### config.mk
export PLATFORM = sky130hd
export DESIGN_NAME = hw5_result_sink
export DESIGN_NICKNAME = d
export VERILOG_FILES = /design/src/rtl/hw5_pkg.sv /design/src/rtl/hw5_fwft_fifo.sv /design/src/rtl/hw5_result_sink.sv
export SDC_FILE = /design/constraint.sdc
export NUM_CORES = 1
export LEC_CHECK = 0
export ABC_AREA = 1
export BUFFER_PORTS_ARGS = -buffer_cell sky130_fd_sc_hd__buf_4
export CORE_ASPECT_RATIO = 1.1
export CORE_UTILIZATION = 25
export DETAILED_ROUTE_END_ITERATION = 8
export PLACE_DENSITY = 0.47
export SYNTH_ARGS = -nofsm -noshare
export SYNTH_HDL_FRONTEND = slang
export SYNTH_SLANG_ARGS = --single-unit
export TNS_END_PERCENT = 100
### constraint.sdc
create_clock -name clk -period 4.5 [get_ports clk]
set_input_delay 0.675 -clock clk [delete_from_list [all_inputs] [get_ports clk]]
set_output_delay 0.675 -clock clk [all_outputs]
set_load 0.01 [all_outputs]
### src/rtl/hw5_pkg.sv
// Shared definitions for the hw5 ALU result path.
// Used by the ALU, the result sink and their benches.
package hw5_pkg;

   localparam int WIDTH    = 32;
   localparam int DATABITS = 7;

   typedef enum logic [1:0] {
      OP_NOP  = 2'd0,
      OP_ADD  = 2'd1,
      OP_SUB  = 2'd2,
      OP_MULT = 2'd3
   } hw5_op_e;

   typedef struct packed {
      logic [WIDTH-1:0]    result;
      logic [DATABITS-1:0] tag;
      logic [1:0]          op;
   } hw5_res_t;

endpackage

### src/rtl/hw5_fwft_fifo.sv
// First-word-fall-through FIFO; head is read straight from storage.
// Occupancy is tracked apart from the pointers so full/empty differ.
module hw5_fwft_fifo #(
   parameter int DW    = 8,
   parameter int DEPTH = 8
) (
   input  logic                     clk_i,
   input  logic                     rst_ni,
   input  logic                     push_i,
   input  logic [DW-1:0]            data_i,
   input  logic                     pop_i,
   output logic [DW-1:0]            data_o,
   output logic [$clog2(DEPTH):0]   level_o,
   output logic                     full_o,
   output logic                     empty_o
);

   localparam int PW = $clog2(DEPTH);
   localparam int LW = PW + 1;

   logic [DW-1:0] mem_q [DEPTH];
   logic [PW-1:0] wr_ptr_q, wr_ptr_d;
   logic [PW-1:0] rd_ptr_q, rd_ptr_d;
   logic [PW-1:0] last_ptr, head_ptr;
   logic [LW-1:0] level_q, level_d;
   logic          do_push, do_pop;

   assign empty_o = (level_q == '0);
   assign full_o  = (level_q == LW'(DEPTH));
   assign level_o = level_q;

   // A pop frees a slot in the same edge, so a full FIFO can still take a push.
   assign do_pop  = pop_i && !empty_o;
   assign do_push = push_i && (!full_o || do_pop);

   // When empty, keep showing the last word that left so outputs hold.
   assign last_ptr = rd_ptr_q - 1'b1;
   assign head_ptr = empty_o ? last_ptr : rd_ptr_q;
   assign data_o   = mem_q[head_ptr];

   // Next pointers and occupancy.
   always_comb begin
      wr_ptr_d = wr_ptr_q;
      rd_ptr_d = rd_ptr_q;
      level_d  = level_q;
      if (do_push) wr_ptr_d = wr_ptr_q + 1'b1;
      if (do_pop)  rd_ptr_d = rd_ptr_q + 1'b1;
      unique case ({do_push, do_pop})
         2'b10:   level_d = level_q + 1'b1;
         2'b01:   level_d = level_q - 1'b1;
         default: level_d = level_q;
      endcase
   end

   // Pointer and occupancy registers.
   always_ff @(posedge clk_i or negedge rst_ni) begin
      if (!rst_ni) begin
         wr_ptr_q <= '0;
         rd_ptr_q <= '0;
         level_q  <= '0;
      end else begin
         wr_ptr_q <= wr_ptr_d;
         rd_ptr_q <= rd_ptr_d;
         level_q  <= level_d;
      end
   end

   // Storage; cleared on reset so the idle head reads as zero.
   always_ff @(posedge clk_i or negedge rst_ni) begin
      if (!rst_ni) begin
         for (int i = 0; i < DEPTH; i++) mem_q[i] <= '0;
      end else if (do_push) begin
         mem_q[wr_ptr_q] <= data_i;
      end
   end

endmodule

### src/rtl/hw5_result_sink.sv
// Receive end of the hw5 ALU result stream: buffers non-NOP results,
// checks tag sequencing and keeps per-op statistics.
module hw5_result_sink
   import hw5_pkg::*;
#(
   parameter int DEPTH = 8,
   parameter int CNTW  = 16
) (
   input  logic                   clk,
   input  logic                   reset,
   input  logic [WIDTH-1:0]       in_result,
   input  logic [DATABITS-1:0]    in_tag,
   input  logic [1:0]             in_op,
   input  logic                   clear,
   output logic                   out_valid,
   input  logic                   out_ready,
   output logic [WIDTH-1:0]       out_result,
   output logic [DATABITS-1:0]    out_tag,
   output logic [1:0]             out_op,
   output logic [$clog2(DEPTH):0] level,
   output logic                   overflow,
   output logic                   tag_err,
   output logic [CNTW-1:0]        drop_count,
   output logic [CNTW-1:0]        add_count,
   output logic [CNTW-1:0]        sub_count,
   output logic [CNTW-1:0]        mult_count
);

   hw5_res_t in_rec, head_rec;
   logic     push, pop, accept, drop;
   logic     full, empty;

   logic [DATABITS-1:0] exp_tag_q, exp_tag_d;
   logic                tag_err_q, tag_err_d;
   logic                ovf_q, ovf_d;
   logic [CNTW-1:0]     drop_q, drop_d;
   logic [CNTW-1:0]     add_q, add_d;
   logic [CNTW-1:0]     sub_q, sub_d;
   logic [CNTW-1:0]     mult_q, mult_d;

   function automatic logic [CNTW-1:0] sat_inc(input logic [CNTW-1:0] v);
      return (&v) ? v : v + 1'b1;
   endfunction

   assign in_rec = '{result: in_result, tag: in_tag, op: in_op};

   // The ALU cannot be stalled: anything that does not fit is dropped.
   assign push   = (in_op != OP_NOP);
   assign pop    = out_valid && out_ready;
   assign accept = push && (!full || pop);
   assign drop   = push && !accept;

   hw5_fwft_fifo #(
      .DW    ($bits(hw5_res_t)),
      .DEPTH (DEPTH)
   ) u_fifo (
      .clk_i   (clk),
      .rst_ni  (reset),
      .push_i  (accept),
      .data_i  (in_rec),
      .pop_i   (pop),
      .data_o  (head_rec),
      .level_o (level),
      .full_o  (full),
      .empty_o (empty)
   );

   assign out_valid  = !empty;
   assign out_result = head_rec.result;
   assign out_tag    = head_rec.tag;
   assign out_op     = head_rec.op;

   assign overflow   = ovf_q;
   assign tag_err    = tag_err_q;
   assign drop_count = drop_q;
   assign add_count  = add_q;
   assign sub_count  = sub_q;
   assign mult_count = mult_q;

   // Tag tracking resyncs on every accepted push; clear beats any event.
   always_comb begin
      exp_tag_d = exp_tag_q;
      tag_err_d = tag_err_q;
      ovf_d     = ovf_q;
      drop_d    = drop_q;
      add_d     = add_q;
      sub_d     = sub_q;
      mult_d    = mult_q;
      if (accept) exp_tag_d = in_tag + 1'b1;
      if (clear) begin
         tag_err_d = 1'b0;
         ovf_d     = 1'b0;
         drop_d    = '0;
         add_d     = '0;
         sub_d     = '0;
         mult_d    = '0;
      end else begin
         if (drop) begin
            ovf_d  = 1'b1;
            drop_d = sat_inc(drop_q);
         end
         if (accept) begin
            if (in_tag != exp_tag_q) tag_err_d = 1'b1;
            unique case (in_op)
               OP_ADD:  add_d  = sat_inc(add_q);
               OP_SUB:  sub_d  = sat_inc(sub_q);
               OP_MULT: mult_d = sat_inc(mult_q);
               OP_NOP:  ;
            endcase
         end
      end
   end

   // Statistic and tag registers.
   always_ff @(posedge clk or negedge reset) begin
      if (!reset) begin
         exp_tag_q <= '0;
         tag_err_q <= 1'b0;
         ovf_q     <= 1'b0;
         drop_q    <= '0;
         add_q     <= '0;
         sub_q     <= '0;
         mult_q    <= '0;
      end else begin
         exp_tag_q <= exp_tag_d;
         tag_err_q <= tag_err_d;
         ovf_q     <= ovf_d;
         drop_q    <= drop_d;
         add_q     <= add_d;
         sub_q     <= sub_d;
         mult_q    <= mult_d;
      end
   end

endmodule

==> metrics.txt <==
status completed; CP dominant cell by count nand2_1; number of cells on the critical path 10; Crit path arrival time 3.49 ns; clk_skew 0.01905 ns; worst path bufs/invs 2; Final Wtd Congestion 0.7658; Post-Layout Cell Count 4115; Max stage delay on crit path 0.89 ns; Rel. slew slack 16.18%; Placed Instances 4025; Antenna Nets Post-Route 0; CTS max path bufs 3; share of cells above drive strength 1 9.815%; syn_area_per_cell 7.493 um2; setup TNS 0 ns; htree depth 2; Fmax achieved 0.2400 GHz; cell count after synthesis 2863; Fillers 9323; Top Family by Delay on Critical Path simple AND/OR/NAND/NOR gates; Rows 112; Leak 12.71 nW; Worst-Margin Slew 1.257 ns; Ys Warns 0; PwrDens 763.9 nW/um2; Worst-path clk slew 0.06 ns; total power draw 19.46 mW; minimum clock period 4.166 ns; global-route wire length before repair 107400 um; Pre-antenna DRT Iters 7; critical path endpoint category output pin; largest net degree at the start of global routing 124; core region area 84920 um2; RSZ-0062 raised after global routing false; multi-input logic area 9224 um2; Layout area overhead 18.77%; 1st-iter DRT viols 1180; min-delay worst type in2async; n_diodes 0; total number of vias 18392; Placed Area 23750 um2; crit path max-delay cell type buf_4; Synth Cell Area 21450 um2; TritonCTS buffer count 51; clk sinks 411; Die ar. 86990 um2; Fin. Hold Viols 0; Die H 309.2 um; post-layout instance area 25480 um2; sequential cell area 10280 um2; Routed wire per std cell 16.60 um; Root Driver clkbuf_16; dpl hpwl 39390 um; Post-CTS Setup Inserts 0; Post-Route WL 68320 um; I/O pin cnt 157; clock latency at the later pin of the worst-skew pair 0.61 ns; Post-Syn Nets 2919; critical path cell sequence nor2_2 -> nand2_2 -> nand2_4 -> buf_4 -> nand3_1 -> nand3_1 -> nand2_1 -> nand2_1 -> nand2_1 -> buf_4; TritonCTS clock tree yes; CP Launch Type flip-flop; fin nets 2994; Final Max Tran Viols 0; top cell type's share of synthesized area 47.94%; vias in the first global route 17878; count of cell types in the netlist 31; initial antenna violation count 2; vias per inst 4.470; Crit Path Class reg2out; Data required, critical path 3.83 ns; Worst R2R Path Depth 8; Global Route Usage Sum 15.80%; dpl ws 0.8415 ns; Die W 281.3 um; leading area contributor after synthesis dfrtp_1; Area contributors post-synth dfrtp_1 (48%), nand2_1 (16%), nand3_1 (8.4%), o21ai_0 (7.3%), inv_1 (6.0%); total gr overflow 0; post-synthesis sequential area ratio 47.94%; Setup-failing EPs final 0; Yosys reg bits 411; PnR worst setup slack 0.3342 ns; peak supply drop 480.8 uV; Initial Util 25.26%; crit share post-route 92.57%; # DRC 0; crit-path max FO 82; Max Cap Viol 0; number of buffers added on ports 156
area by class of cell:
cell class	count	area share, %
clock buffer	75	5.883
clock inverter	15	0.9036
inverter	347	5.122
multi-input combinational	1939	36.20
sequential	411	40.37
tap	1140	5.598
timing repair buffer	188	5.927
kinds of logic (layout without fill, tap and decap cells):
| group | after synthesis | count (layout) | synth area share (%) |
|---|---|---|---|
| simple gates | 1479 | 1479 | 30.30 |
| fa+ha+maj | 11 | 11 | 0.6415 |
| xor+xnor | 44 | 44 | 1.796 |
| flops | 411 | 411 | 47.94 |
| buf+inv | 513 | 625 | 9.664 |
| mux | 1 | 1 | 0.04666 |
| compound gates | 404 | 404 | 9.612 |
placed cells by master (no fill, tap or decap), types with 9 or more instances in the layout:
master     netlist  layout
buf_4            8     179
clkbuf_1        54      13
clkbuf_16        0      53
clkbuf_8         0       9
dfrtp_1        411     411
ha_1            11      11
inv_1          344     342
nand2_1        907     904
nand3_1        359     358
nand3b_1        85      85
nand4_1         18      18
nor2_1          90      90
o21ai_0        315     315
o21ai_1         69      69
o21bai_1        13      13
xor2_1          38      37
worst paths after layout:
kind	startpoint	end	slack (ns)
hold reg to reg	u_fifo.mem_q[312]$_DFFE_PN0P_	u_fifo.mem_q[312]$_DFFE_PN0P_	0.48
max in group asynchronous	reset	mult_count[2]$_DFFE_PN0P_	3.22
min in group clk	in_tag[0]	exp_tag_q[0]$_DFFE_PN0P_	0.34
hold / removal	reset	u_fifo.mem_q[180]$_DFFE_PN0P_	0.1
setup reg to reg	u_fifo.level_o[1]$_DFFE_PN0P_	u_fifo.mem_q[105]$_DFFE_PN0P_	1.89
setup / recovery	u_fifo.level_o[2]$_DFFE_PN0P_	out_tag[1]	0.33
state kept, by name, summed over array words and instances (netlist names):
name             count
u_fifo.level_o       4
overflow             1
exp_tag_q            7
tag_err              1
mult_count          16
u_fifo.rd_ptr_q      3
u_fifo.wr_ptr_q      3
add_count           16
u_fifo.mem_q       328
sub_count           16
drop_count          16
report_power, final:
group	switching (mW)	total [mW]	leakage, nW	internal, mW
clock	1.71	4.30	0.838	2.59
combinational	6.04	9.28	6.62	3.24
sequential	0.770	5.89	5.25	5.12
per-stage QoR:
step	utilization [%]	hold WS [ns]
after floorplan	-	0.3794
after global placement	27.96	0.4571
after detailed placement	27.96	0.4637
after CTS	30.00	0.1902
after global routing	30.00	0.2152
final	30.00	0.09522
cells in the mapped netlist (all sizes together):
master  instances
clkbuf         54
nor2           92
mux2i           1
o21bai         13
a21oi           5
nand3b         85
nand4          26
nand2         910
or2             1
buf           112
nand3         363
dfrtp         411
xor2           38
inv           345
clkinv          2
xnor2           6
nor3            2
o21ai         386
ha             11
metal layers:
| metal | global-route usage [%] | routed length (um) | up-vias |
|---|---|---|---|
| met1 | 20.89 | 31520 | 8752 |
| met5 | 0 | 13 | - |
| met3 | 3.095 | 3319 | 80 |
| met2 | 26.40 | 32120 | 301 |
| met4 | 3.868 | 1344 | 2 |
| li1 | - | - | 9257 |
worst register-to-register path: stages, from the launching register on:
cell     delay, ns
dfrtp_1       0.46
nor2_4        0.11
nand3_2       0.13
nand2_2       0.10
inv_4         0.23
nand4_4       0.73
buf_4         0.57
nand2_1       0.08
o21ai_1       0.06
repair_timing:
| action | CTS | global route |
|---|---|---|
| hold buffers | 0 | 0 |
| endpoints found under the hold margin | 0 | 0 |
| setup endpoints to repair | 0 | 2 |
| gates resized for setup | 0 | 1 |
(Power assumes the default switching activity.)
